**config.mk**
```make
export PLATFORM = sky130hd
export DESIGN_NAME = kogge_stone_adder16
export DESIGN_NICKNAME = d
export VERILOG_FILES = /design/src/rtl/kogge_stone_adder16.sv
export SDC_FILE = /design/constraint.sdc
export NUM_CORES = 1
export LEC_CHECK = 0
export ABC_AREA = 1
export BUFFER_PORTS_ARGS = -buffer_cell sky130_fd_sc_hd__clkbuf_2
export CAP_MARGIN = 20
export CELL_PAD_IN_SITES_DETAIL_PLACEMENT = 0
export CELL_PAD_IN_SITES_GLOBAL_PLACEMENT = 1
export CORE_ASPECT_RATIO = 2
export CORE_UTILIZATION = 29
export CTS_CLUSTER_SIZE = 14
export DETAILED_ROUTE_END_ITERATION = 10
export PLACE_DENSITY_LB_ADDON = 0.1
export SYNTH_ARGS = -nofsm -noshare
export SYNTH_HDL_FRONTEND = slang
export SYNTH_SLANG_ARGS = --single-unit
```
**constraint.sdc**
```tcl
create_clock -name clk -period 1.6 [get_ports clk]
set_clock_uncertainty 0.05 [all_clocks]
set_input_delay 0.16 -clock clk [delete_from_list [all_inputs] [get_ports clk]]
set_output_delay 0.16 -clock clk [all_outputs]
set_load 0.01 [all_outputs]
```
**src/rtl/kogge_stone_adder16.sv**
```systemverilog
// kogge_stone_adder16
// Registered 16-bit adder. The carry chain is a 4-level Kogge-Stone
// prefix network of explicit generate/propagate cells (spans 1, 2, 4, 8).
// The carry-in is folded into the bit-0 generate term. The sum and the
// carry-out are captured in output registers, so the latency is one clock.

// Black prefix cell: combines a node's group (g_hi, p_hi) with the
// adjacent lower group (g_lo, p_lo).
module ks_black_cell (
   input  logic g_hi,
   input  logic p_hi,
   input  logic g_lo,
   input  logic p_lo,
   output logic g_out,
   output logic p_out
);

   assign g_out = g_hi | (p_hi & g_lo);
   assign p_out = p_hi & p_lo;

endmodule

module kogge_stone_adder16 (
   input  logic        clk,
   input  logic        rst_n,
   input  logic [15:0] A,
   input  logic [15:0] B,
   input  logic        Cin,
   output logic [15:0] S,
   output logic        Cout
);

   localparam int WIDTH  = 16;
   localparam int LEVELS = 4;

   // Bit-level generate and propagate terms.
   logic [WIDTH-1:0] g_bit;
   logic [WIDTH-1:0] p_bit;

   // Prefix state per level. Level 0 is the bit level with Cin folded in.
   // Level LEVELS holds the complete group generates G[i:-1].
   logic [LEVELS:0][WIDTH-1:0] g_lvl;
   logic [LEVELS:0][WIDTH-1:0] p_lvl;

   // Carries into each bit, plus the carry out of bit 15.
   logic [WIDTH:0] carry;

   logic [WIDTH-1:0] s_next;
   logic             cout_next;
   logic [WIDTH-1:0] s_reg;
   logic             cout_reg;

   // The top-level group propagates are not needed. Once Cin is folded in,
   // every final group generate already spans down to the carry-in.
   logic unused_p_top;
   assign unused_p_top = ^p_lvl[LEVELS];

   assign g_bit = A & B;
   assign p_bit = A ^ B;

   // Level 0: bit 0 absorbs the carry-in as a generate at position -1.
   assign g_lvl[0][0]         = g_bit[0] | (p_bit[0] & Cin);
   assign g_lvl[0][WIDTH-1:1] = g_bit[WIDTH-1:1];
   assign p_lvl[0]            = p_bit;

   // Prefix network. At each level, nodes at or above the span combine with
   // the node one span below them. Lower nodes already hold their complete
   // prefix, so they pass through unchanged.
   generate
      for (genvar lk = 0; lk < LEVELS; lk++) begin : g_level
         localparam int SPAN = 1 << lk;
         for (genvar gi = 0; gi < WIDTH; gi++) begin : g_node
            if (gi >= SPAN) begin : g_cell
               ks_black_cell u_cell (
                  .g_hi  (g_lvl[lk][gi]),
                  .p_hi  (p_lvl[lk][gi]),
                  .g_lo  (g_lvl[lk][gi-SPAN]),
                  .p_lo  (p_lvl[lk][gi-SPAN]),
                  .g_out (g_lvl[lk+1][gi]),
                  .p_out (p_lvl[lk+1][gi])
               );
            end else begin : g_pass
               assign g_lvl[lk+1][gi] = g_lvl[lk][gi];
               assign p_lvl[lk+1][gi] = p_lvl[lk][gi];
            end
         end
      end
   endgenerate

   // Carry into bit i+1 is the group generate of bits i down to -1 (Cin).
   assign carry[0] = Cin;
   generate
      for (genvar gi = 0; gi < WIDTH; gi++) begin : g_carry
         assign carry[gi+1] = g_lvl[LEVELS][gi];
      end
   endgenerate

   assign s_next    = p_bit ^ carry[WIDTH-1:0];
   assign cout_next = carry[WIDTH];

   // Output registers. Reset clears the result that would otherwise be
   // captured on this edge.
   always_ff @(posedge clk) begin
      if (!rst_n) begin
         s_reg    <= '0;
         cout_reg <= 1'b0;
      end else begin
         s_reg    <= s_next;
         cout_reg <= cout_next;
      end
   end

   assign S    = s_reg;
   assign Cout = cout_reg;

endmodule

```
After elaboration in Yosys (flattened, before gate mapping)

Index checks and enable logic that the tools add are counted.

Register bits after elaboration: 17
Input port bits: 35
Output and inout bits: 17
Word-level logic and storage cells: 139

Bitwise gates (word level): 137

Operators with widths:

| operator         | number |
|---|---|
| AND 1 bit        | 84 |
| bitwise OR 1 bit | 50 |
| XOR 16 bit       | 2 |
| AND 16 bit       | 1 |

Longest topological paths before layout

Gate-level depths: netlist of the first run.

Depth in word-level cells: 11
Mapped depth: 11
Gate-level depth less buffers: 11

Hierarchy

A second synthesis of the first run with hierarchy kept.

Cells, all modules: 345
Area, all modules: 1,769.2 um^2

Modules (own cells, without submodules):

| module              | instances | cells an instance | area an instance (um^2) | sequential area each (um^2) |
|---|---|---|---|---|
| ks_black_cell       | 49        | 5                 | 18.8                    | 0.0 |
| kogge_stone_adder16 | 1         | 100               | 849.6                   | 340.3 |

Least setup slack after synthesis of the first run

Ideal clock, no wire load.

Kind: input to register
Start point: input port A[0]
End point: register cout_reg, in the netlist Cout
Setup time: 114 ps
Arrival: 1,379 ps
Data required time: 1,436 ps
Slack: 58 ps
Stages: 10
Buffers on the path: 0
Cell sequence: fa_1 > inv_1 > fa_1 > inv_1 > nand3_1 > nand3_1 > nand2_1 > nand3_2 > a21oi_1 > nor2_1

Cells in the longest elaborated chain, start to end: 11
Elaborated cells on any way between the ends: 12
Those cells by class: bitwise: 12

RTL lines:

| item                 | RTL line | text |
|---|---|---|
| start, declared      | 26       | `input logic [15:0] A,` |
| XOR 16 bit           | 59       | `assign p_bit = A ^ B;` |
| AND 1 bit            | 62       | `assign g_lvl[0][0] = g_bit[0] \| (p_bit[0] & Cin);` |
| bitwise OR 1 bit *   | 62       |  |
| AND 1 bit *          | 18       | `assign g_out = g_hi \| (p_hi & g_lo);` |
| bitwise OR 1 bit *   | 18       |  |
| AND 1 bit *          | 18       |  |
| bitwise OR 1 bit *   | 18       |  |
| AND 1 bit *          | 18       |  |
| bitwise OR 1 bit *   | 18       |  |
| AND 1 bit *          | 18       |  |
| bitwise OR 1 bit *   | 18       |  |
| end signal, assigned | 109      | `cout_reg <= cout_next;` |
| end, declared        | 51       | `logic cout_reg;` |

Every way passes the cells marked *; elsewhere a longest branch is shown, timed or not.
A chain may end at the register's enable or synchronous reset.

Worst setup path in the final report of the first run

Start point: input port A[0]
End point: register s_reg[12], in the netlist S[12]

Cells in the longest elaborated chain, start to end: 10
Elaborated cells on any way between the ends: 11
Those cells by class: bitwise: 11

RTL lines:

| item                 | RTL line | text |
|---|---|---|
| XOR 16 bit           | 59       |  |
| AND 1 bit            | 62       |  |
| bitwise OR 1 bit *   | 62       |  |
| AND 1 bit *          | 18       |  |
| bitwise OR 1 bit *   | 18       |  |
| AND 1 bit *          | 18       |  |
| bitwise OR 1 bit *   | 18       |  |
| AND 1 bit *          | 18       |  |
| bitwise OR 1 bit *   | 18       |  |
| XOR 16 bit *         | 98       | `assign s_next = p_bit ^ carry[WIDTH-1:0];` |
| end signal, assigned | 108      | `s_reg <= s_next;` |
| end, declared        | 50       | `logic [WIDTH-1:0] s_reg;` |

Marked as above.

==> results of run 1 <==
[logic make-up (layout without fill, tap and decap cells)]
group | count (synthesis) | after routing | share of synthesized area (%)
buffers and inverters | 50 | 107 | 13.7
flip-flops | 17 | 17 | 24.3
AND/OR/NAND/NOR | 121 | 121 | 36.9
AO/OA/AOI/OAI | 25 | 25 | 8.93
adder cells (fa/ha/maj) | 17 | 17 | 16.3
[placed cells by master, fill, tap and decap left out, types with 6 or more instances in the layout]
cell       n
ha_1      15
inv_1     47
nand3_1    7
o21ai_0    6
dfxtp_1   17
nand2_2    6
nor2_1    21
a21oi_1   19
clkbuf_2  51
nand2_1   77
[stage by stage]
| step | area (um2) | worst slack [ns] | hold WS, ns |
|---|---|---|---|
| final | 1800 | 0.175 | 0.229 |
| after global routing | 1800 | 0.0116 | 0.244 |
| after CTS | 1790 | 0.0655 | 0.186 |
| after detailed placement | 1740 | -0.199 | 0.458 |
| after global placement | 1740 | -0.174 | 0.458 |
| after floorplan | 1400 | 0.0576 | 0.235 |
[worst max-delay path by stage]
| stage | end | start |
|---|---|---|
| after global placement | S[12]$_SDFF_PN0_ | A[0] |
| after global routing | S[12]$_SDFF_PN0_ | A[0] |
| after CTS | S[12]$_SDFF_PN0_ | A[0] |
| after floorplan | Cout$_SDFF_PN0_ | A[0] |
| after detailed placement | S[12]$_SDFF_PN0_ | A[0] |
| final | S[12]$_SDFF_PN0_ | A[0] |
[power groups by stage]
stage / registers (W) / clock network, W / logic [W]
final: 0.000485 / 0.000335 / 0.000506
after detailed placement: 0.000496 / 0 / 0.000510
after floorplan: 0.000522 / 0 / 0.000298
after global placement: 0.000494 / 0 / 0.000511
after CTS: 0.000486 / 0.000351 / 0.000513
after global routing: 0.000490 / 0.000367 / 0.000591
[flip-flops by register name, summed over array words and instances, names as in the netlist]
name and flops:
S 16, Cout 1
[final cells by class]
class	instances	area [um2]	area share, %
Sequential cell	17	340	18.9
Multi-Input combinational cell	163	882	49.0
Timing Repair Buffer	54	278	15.4
Clock inverter	1	5.00	0.278
Inverter	49	184	10.2
Clock buffer	3	41.3	2.29
Tap cell	55	68.8	3.82
[repair_timing]
item,CTS,global route
resized for setup,0,4
endpoints found under the setup margin,0,5
hold buffers,0,0
[routing by layer]
layer / vias up / wire (um)
met5: - / 0
met3: 5 / 156
li1: 814 / -
met4: 0 / 61
met1: 647 / 1340
met2: 40 / 2150
==> metrics.md, run 1 <==
| Metric | Value |
|---|---|
| Async SR Flop Fraction | `0%` |
| Largest net degree at the start of global routing | `17` |
| 1st-iter DRT viols | `6` |
| Die span in y | `100 um` |
| FF+latch count, synth | `17` |
| Number of vias per cell | `4.40` |
| Dominant cell type by area after synthesis | `dfxtp_1` |
| RSZ-0062 raised after global routing | `no` |
| Port Buffers | `51` |
| Critical Path End Type | `flop` |
| Synth top area cells | `dfxtp_1 (24%), nand2_1 (21%), ha_1 (13%)` |
| Sw Share | `36.0%` |
| IO Pins | `52` |
| Site Rows | `35` |
| Hold_sp | `Cin` |
| Diode count | `0` |
| Comb pwr share | `38.2%` |
| Final Total Pwr | `0.00133 W` |
| CTS tree | `yes` |
| Worst path bufs/invs | `3` |
| Die area | `0.00513 mm2` |
| Final max-slew violation count | `0` |
| Crit path max-delay family | `simple AND/OR/NAND/NOR gates` |
| Postcts setup bufs | `0` |
| Root Buffer | `clkbuf_8` |
| Final core occ | `roughly two fifths` |
| Initial antenna violation count | `0` |
| Nets@finish | `340` |
| Vias in the first global route | `around 1,500` |
| End point of the worst hold path | `S[0]$_SDFF_PN0_` |
| Mean Syn Cell Area | `6.09 um2` |
| Total wire length | `3710 um` |
| Number of synthesized flops with an enable pin | `0` |
| Most frequent CP cell | `nand2_1` |
| Internal | `0.000848 W` |
| DR DRC count | `0` |
| First-pass GRT wire length | `roughly 6500 um` |
| Share of cells above drive strength 1 | `about a quarter` |
| Met1 layer usage reported by global route | `16.7%` |
| CP max stage delay | `around 0.38 ns` |
| Worst Path Max Fanout | `3` |
| Seq/Total Area, Yosys | `24.3%` |
| Fmax achieved | `702 MHz` |
| Status | `completed` |
| Clock sinks | `17` |
| Slowest cell on the critical path | `fa_2` |
| Worst slew margin | `76.4%` |
| HP Class | `input port to flop` |
| Critical path class | `input port to flop` |
| Syn_nets | `approximately 280` |
| Mapped cell area | `about 0.0014 mm2` |
| Req. time, crit path | `roughly 1.8 ns` |
| Flop pwr share | `36.6%` |
| CTS buffer count | `3` |
| Worst path depth | `12` |
| # fillers | `578` |
| Clock Power Share | `between 20% and 30%` |
| MaxCap Viol Count | `0` |
| DPL Wire Length | `3200 um` |
| Crit path time final | `1.42 ns` |
| Final setup viols | `0` |
| Vias | `around 1,500` |
| Final cell count without fillers | `342` |
| Met2 Use GR | `between 30 and 40%` |
| Count leader, synth | `nand2_1` |
| CP cell instances | `clkbuf_2, fa_2, inv_1, fa_2, inv_1, nand3_1, nand3_2, nand2_1, nand3_2, nand2_1, nand2_1, nor2_2` |
| Total GRT Usage | `roughly 17%` |
| Pre-antenna DRT Iters | `4` |
| Area Overhead vs Synth | `28.4%` |
| CTS clk-pin slew, worst paths | `around 0.070 ns` |
| Max Root-Sink Buffers | `2` |
| Gr busiest metal | `met2` |
| Synth cell count leaders | `nand2_1 (77), inv_1 (47), nor2_1 (22)` |
| Final GP Congestion | `a little under 0.8` |
| Worst Max-Slew Pin Slew | `about 0.35 ns` |
| Yosys cell types | `18` |
| Placed insts | `338` |
| Starting Density | `30.2%` |
| TNS Setup | `0 ns` |
| WL per Instance | `10.8 um` |
| Die span in x | `51.2 um` |
| WHS Path Cells | `4` |
| Worst VDD drop | `about 0.32 mV` |
| Leak | `1.13 nW` |
| Mapped Cells | `230` |
| Final Hold Vio Count | `0` |
| Grt total ovfl | `0` |
| Yosys top cell area share | `24.3%` |
| GRT met3 Usage | `~1.7%` |
| Startpoint Class | `input port` |
| Core ar. | `0.00464 mm2` |
| H-tree levels | `1` |
| Final period util | `between 80% and 90%` |
| Synth warn | `0` |
| Sw Pwr | `~0.00048 W` |
| Antenna viol nets, final | `0` |
| Power Density | `737 mW/mm2` |
| Worst EP arrival | `approximately 1.6 ns` |
| Top FF cell, synth | `dfxtp_1` |
Note: power is estimated with default switching activity, not from simulation.
==> inputs of run 2 (changes only) <==
--- a/config.mk
+++ b/config.mk
@@ -11,7 +11,7 @@
 export CELL_PAD_IN_SITES_DETAIL_PLACEMENT = 0
 export CELL_PAD_IN_SITES_GLOBAL_PLACEMENT = 1
 export CORE_ASPECT_RATIO = 2
-export CORE_UTILIZATION = 29
+export CORE_UTILIZATION = 33
 export CTS_CLUSTER_SIZE = 14
 export DETAILED_ROUTE_END_ITERATION = 10
 export PLACE_DENSITY_LB_ADDON = 0.1
==> constraint.sdc (replaced) <==
create_clock -name clk -period 1.4 [get_ports clk]
set_clock_uncertainty 0.05 [all_clocks]
set_input_delay 0.14 -clock clk [delete_from_list [all_inputs] [get_ports clk]]
set_output_delay 0.14 -clock clk [all_outputs]
set_load 0.01 [all_outputs]
==> run 2 against run 1 <==
  * Global-route usage increased by 1.5 points
  * Critical path depth decreased by 1
  * Die area decreased by 12%
  * Total power increased by 19%
  * Wire length decreased by 3.5%
  * Count of clock-buffer cells in the layout unchanged
  * Core utilization increased by 8.2 points
  * Cell area increased by 6.7%
  * Critical endpoint is now Cout$_SDFF_PN0_
  * Largest cell class unchanged
  * Largest power group unchanged
  * Highest routed layer unchanged
==> metrics.md, run 2 (same netlist as run 1, synthesis figures left out) <==
| Metric | Value |
|---|---|
| Initial antenna violation count | `0` |
| Leak | `1.19 nW` |
| Worst Max-Slew Pin Slew | `approximately 0.34 ns` |
| Final max-slew violation count | `0` |
| Vias in the first global route | `1,486` |
| Most common cell after layout, fill and taps aside | `nand2_1` |
| DPL Wire Length | `between 3000 and 4000 um` |
| 1st-iter DRT viols | `20` |
| HP Class | `input port to flop` |
| Starting Density | `34.3%` |
| Power Density | `slightly above 800 mW/mm2` |
| Worst Hold Slack | `roughly 0.20 ns` |
| DR DRC count | `0` |
| GRT met3 Usage | `2.12%` |
| Pre-antenna DRT Iters | `4` |
| WL per Instance | `just over 10 um` |
| Status | `completed` |
| Grt total ovfl | `0` |
| Antenna viol nets, final | `0` |
| Met1 layer usage reported by global route | `16.9%` |
| Setup crit end | `Cout$_SDFF_PN0_` |
| Total wire length | `3580 um` |
| Largest net degree at the start of global routing | `17` |
| Number of vias per cell | `4.39` |
| IO Pins | `52` |
| Die area | `~0.0045 mm2` |
| Max Root-Sink Buffers | `2` |
| Port Buffers | `51` |
| Final core occ | `a little under half` |
| Core ar. | `0.00409 mm2` |
| Critical path class | `input port to flop` |
| Final period util | `~97%` |
| Final setup viols | `0` |
| Met2 Use GR | `36.1%` |
| Hold_sp | `Cin` |
| Final GP Congestion | `slightly below 0.8` |
| Worst slew margin | `77.7%` |
| Max FFs per register | `16` |
| CTS clk-pin slew, worst paths | `0.07 ns` |
| MaxCap Viol Count | `0` |
| Die span in x | `a little under 50 um` |
| Vias | `1,540` |
| Fmax achieved | `740 MHz` |
| Final Hold Vio Count | `0` |
| Nets@finish | `352` |
| Gr busiest metal | `met2` |
| Hold-fix buffers, CTS | `0` |
| Critical Path End Type | `flop` |
| Crit path time final | `1.35 ns` |
| Share of cells above drive strength 1 | `31.8%` |
| First-pass GRT wire length | `5860 um` |
| Root Buffer | `clkbuf_8` |
| Worst VDD drop | `roughly 0.44 mV` |
| Site Rows | `33` |
| Total GRT Usage | `18.3%` |
| Die span in y | `between 90 and 100 um` |
| Clock sinks | `17` |
| H-tree levels | `1` |
| Startpoint Class | `input port` |
| Req. time, crit path | `1.51 ns` |
| # fillers | `470` |
| Worst EP arrival | `1.46 ns` |
| RSZ-0062 raised after global routing | `yes` |
| Worst Path Max Fanout | `3` |
| Crit path from | `Cin` |
| Diode count | `0` |
| Area Overhead vs Synth | `37.0%` |
| Most frequent cells in the layout | `nand2_1 (73), clkbuf_2 (50), inv_1 (45), nor2_1 (22)` |
| CTS tree | `yes` |
| CTS buffer count | `3` |
[run 2: cell types whose count changed in the layout (fill, tap and decap cells not counted), moves of 2 or more]
cell,change
a21oi_1,-2
a21oi_2,+2
buf_4,+12
inv_1,-2
inv_2,+2
nand2_1,-4
nand2_2,+4
[run 2: worst min-delay path by stage]
stage                            endpoint  slack (ns)  depth (start not counted)
after floorplan           S[1]$_SDFF_PN0_        0.22                          2
after global placement    S[0]$_SDFF_PN0_        0.47                          4
after detailed placement             S[0]        0.48                          1
after CTS                 S[0]$_SDFF_PN0_        0.21                          4
after global routing      S[0]$_SDFF_PN0_        0.21                          4
final                     S[0]$_SDFF_PN0_        0.20                          4
[run 2: timing repair]
action	4_1_cts	5_1_grt
pin swaps	0	2
endpoints found under the setup margin	1	5
buffers inserted	0	0
resized for setup	1	7
gates cloned	0	0
hold endpoints to repair	0	0
[run 2: metrics by stage]
step / worst slack, ns / setup TNS [ns] / cells / instance area (um2) / total power [W]
6_report: 0.0478 / 0 / 351 / 1920 / 0.00157
3_5_place_dp: -0.285 / -1.82 / 347 / 1840 / 0.00120
5_1_grt: -0.0334 / -0.0637 / 351 / 1920 / 0.00170
4_1_cts: 0.0119 / 0 / 351 / 1890 / 0.00160
2_1_floorplan: -0.0386 / -0.0544 / 230 / 1420 / 0.000943
3_3_place_gp: -0.223 / -1.56 / 347 / 1840 / 0.00119
[run 2: area by class of cell]
| class | instances | area [um2] | share of cell area (%) |
|---|---|---|---|
| Clock buffer | 3 | 41.3 | 2.15 |
| Tap cell | 52 | 65.1 | 3.39 |
| Timing Repair Buffer | 66 | 374 | 19.5 |
| Inverter | 49 | 184 | 9.58 |
| Sequential cell | 17 | 340 | 17.7 |
| Multi-Input combinational cell | 163 | 910 | 47.4 |
| Clock inverter | 1 | 5.00 | 0.261 |
[run 2: worst max-delay path, cell delays in order]
cell and delay (ns):
buf_6 0.09, fa_2 0.39, inv_2 0.06, fa_2 0.21, inv_2 0.05, nand3_2 0.05
nand3_2 0.09, nand2_2 0.09, nand3_4 0.08, a21oi_2 0.15, nor2_1 0.05
[run 2: where the power goes]
| group | leakage [nW] | internal (W) | switching (W) | total (W) |
|---|---|---|---|---|
| registers | 0.142 | 0.000540 | 0.0000136 | 0.000554 |
| logic | 1.03 | 0.000277 | 0.000359 | 0.000636 |
| clock network | 0.0255 | 0.000198 | 0.000184 | 0.000382 |
| total | 1.19 | 0.00102 | 0.000556 | 0.00157 |
[run 2: metal layers]
metal | up-vias | wire (um)
met5 | - | 0
met4 | 0 | 70
met3 | 5 | 120
met2 | 36 | 2090
met1 | 662 | 1300
li1 | 837 | -
==> inputs of run 3 (changes only) <==
--- a/config.mk
+++ b/config.mk
@@ -5,13 +5,12 @@
 export SDC_FILE = /design/constraint.sdc
 export NUM_CORES = 1
 export LEC_CHECK = 0
-export ABC_AREA = 1
+export ABC_AREA = 0
 export BUFFER_PORTS_ARGS = -buffer_cell sky130_fd_sc_hd__clkbuf_2
-export CAP_MARGIN = 20
 export CELL_PAD_IN_SITES_DETAIL_PLACEMENT = 0
 export CELL_PAD_IN_SITES_GLOBAL_PLACEMENT = 1
 export CORE_ASPECT_RATIO = 2
-export CORE_UTILIZATION = 33
+export CORE_UTILIZATION = 35
 export CTS_CLUSTER_SIZE = 14
 export DETAILED_ROUTE_END_ITERATION = 10
 export PLACE_DENSITY_LB_ADDON = 0.1
==> run 3 against run 2 <==
  * The flow now finishes with violations (setup timing)
  * Count of clock-buffer cells in the layout is 1 higher
  * Cell count down 19%
  * Worst setup slack worse by 0.52 ns
  * Core utilization grew 11 points
  * Sequential share of layout area decreased by 1.3 points
  * Cell area grew 7.7%
==> metrics.md, run 3 <==
| Metric | Value |
|---|---|
| Startpoint Class | `input port` |
| Synth cell count leaders | `dfxtp_1 (17), ha_1 (15), nand2_1 (10), nor2_1 (10), a21oi_1 (8)` |
| Total GRT Usage | `21.0%` |
| MaxCap Viol Count | `0` |
| Pre-antenna DRT Iters | `2` |
| Worst VDD drop | `0.517 mV` |
| Grt total ovfl | `0` |
| Final period util | `134%` |
| Number of synthesized flops with an enable pin | `0` |
| Yosys cell types | `47` |
| CTS buffer count | `3` |
| Violated checks | `setup timing` |
| Placed insts | `277` |
| Total wire length | `approximately 4000 um` |
| Site Rows | `31` |
| Max FFs per register | `16` |
| Yosys top cell area share | `between 20% and 30%` |
| Most frequent CP cell | `fa_2` |
| Final cell count without fillers | `around 280` |
| Vias | `approximately 1,500` |
| CP max stage delay | `0.48 ns` |
| Count leader, synth | `dfxtp_1` |
| Area Overhead vs Synth | `58.7%` |
| Slowest cell on the critical path | `or4_4` |
| Synth warn | `0` |
| Vias in the first global route | `approximately 1,500` |
| Synth top area cells | `dfxtp_1 (26%), ha_1 (14%), a21o_1 (4.0%)` |
| Final Hold Vio Count | `0` |
| Worst Path Max Fanout | `4` |
| IO Pins | `52` |
| Max Root-Sink Buffers | `2` |
| Async SR Flop Fraction | `0%` |
| HP Class | `input port to flop` |
| Antenna viol nets, final | `0` |
| Die span in x | `45.1 um` |
| Worst Max-Slew Pin Slew | `roughly 0.5 ns` |
| Largest net degree at the start of global routing | `11` |
| Critical path class | `input port to flop` |
| Initial antenna violation count | `0` |
| Dominant cell type by area after synthesis | `dfxtp_1` |
| Port Buffers | `51` |
| DR DRC count | `0` |
| Share of cells above drive strength 1 | `roughly 50%` |
| Final setup viols | `13` |
| DPL Wire Length | `approximately 3300 um` |
| Core ar. | `0.00357 mm2` |
| Die area | `0.00398 mm2` |
| WL per Instance | `14.5 um` |
| Starting Density | `36.5%` |
| PnR worst setup slack | `-0.476 ns` |
| Diode count | `0` |
| Critical Path End Type | `flop` |
| Mean Syn Cell Area | `8.92 um2` |
| Power Density | `839 mW/mm2` |
| First-pass GRT wire length | `6080 um` |
| RSZ-0062 raised after global routing | `yes` |
| 1st-iter DRT viols | `14` |
| Worst EP arrival | `slightly below 2 ns` |
| Place WS | `-0.804 ns` |
| Most frequent cells in the layout | `clkbuf_2 (50), buf_4 (30), dfxtp_1 (17), ha_1 (15), nand2_1 (10)` |
| Clock sinks | `17` |
| Req. time, crit path | `1.50 ns` |
| Final core occ | `between 50% and 60%` |
| CTS clk-pin slew, worst paths | `0.07 ns` |
| Most common cell after layout, fill and taps aside | `clkbuf_2` |
| Mapped Cells | `146` |
| Status | `finished, violations left` |
| Number of vias per cell | `approximately 5.1` |
| Leak | `1.06 nW` |
| Fmax achieved | `533 MHz` |
| Syn_nets | `198` |
| CTS tree | `yes` |
| Worst slew margin | `66.4%` |
| Nets@finish | `287` |
| Mapped cell area | `approximately 0.0013 mm2` |
| Crit path time final | `1.88 ns` |
| Top FF cell, synth | `dfxtp_1` |
| CP cell instances | `buf_6, fa_2, inv_2, fa_2, nor2b_4, o2111a_2, or4_4, a211oi_2, nor3_1` |
| Final GP Congestion | `0.775` |
| Seq/Total Area, Yosys | `a little over a quarter` |
| Final max-slew violation count | `0` |
| H-tree levels | `1` |
| FF+latch count, synth | `17` |
| Root Buffer | `clkbuf_8` |
| Die span in y | `88.3 um` |
-- run 3: changes by cell type in the layout (fill, tap and decap cells not counted), sizes merged, moves of 7 or more --
cell   change
a21o       +7
a21oi      -9
buf       +20
inv       -43
nand2     -73
nand3      -7
nor2      -12
-- run 3: path summary, 6_finish.rpt --
path | from | end | slack (ns) | cells past startpoint
worst max-delay path | A[0] | S[8]$_SDFF_PN0_ | -0.48 | 9
worst min-delay path | rst_n | S[12]$_SDFF_PN0_ | 0.17 | 3
-- run 3: timing repair --
| action | in CTS | in global routing |
|---|---|---|
| gates cloned | 0 | 0 |
| endpoints found under the hold margin | 0 | 0 |
| pin swaps | 13 | 12 |
| hold buffers | 0 | 0 |
| setup buffers | 1 | 1 |
| endpoints found under the setup margin | 13 | 13 |
| gates resized for setup | 8 | 16 |
-- run 3: cell type report --
class                           count  area (um2)
Tap cell                           49        61.3
Inverter                            7        26.3
Sequential cell                    17         340
Clock buffer                        4        45.0
Fill cell                         379        1500
Multi-Input combinational cell    120        1050
Timing Repair Buffer               86         543
-- run 3: cells by family (layout without fill, tap and decap cells) --
group / after synthesis / in the layout / synth area share (%)
AO/OA/AOI/OAI: 51 / 51 / 30.2
AND/OR/NAND/NOR: 46 / 46 / 18.6
multiplexers: 4 / 4 / 3.07
buffers and inverters: 9 / 97 / 3.17
XOR/XNOR: 2 / 2 / 1.35
flip-flops: 17 / 17 / 26.1
adder cells (fa/ha/maj): 17 / 17 / 17.5
-- run 3: critical path: cells and delay by family --
family,cells,cell delay [ns]
adder cells (fa/ha/maj),2,0.60
buffers and inverters,2,0.15
AO/OA/AOI/OAI,2,0.47
AND/OR/NAND/NOR,3,0.60
-- run 3: routing by layer --
metal / wire (um) / share of wire [%] / GRT usage, %
met2: 2510 / 61 / 44.7
met1: 1340 / 33 / 16.9
met4: 126 / 3.1 / 10.7
met3: 125 / 3.0 / 1.84
met5: 0 / 0 / 0
-- run 3: report_power, final --
part           switching [W]  internal (W)  leakage [nW]  total (W)
sequential         0.0000177      0.000545         0.142   0.000563
combinational       0.000384      0.000402         0.895   0.000786
clock               0.000182      0.000203        0.0228   0.000384
total               0.000583       0.00115          1.06    0.00173
-- run 3: metrics by stage --
| stage | power [W] | area [um2] | TNS (ns) | hold WS [ns] |
|---|---|---|---|---|
| 2_1_floorplan | 0.000965 | 1330 | -3.91 | 0.241 |
| 3_3_place_gp | 0.00126 | 1880 | -7.76 | 0.441 |
| 3_5_place_dp | 0.00128 | 1880 | -8.10 | 0.442 |
| 4_1_cts | 0.00168 | 1970 | -4.20 | 0.164 |
| 5_1_grt | 0.00184 | 2070 | -5.05 | 0.173 |
| 6_report | 0.00173 | 2070 | -4.41 | 0.171 |
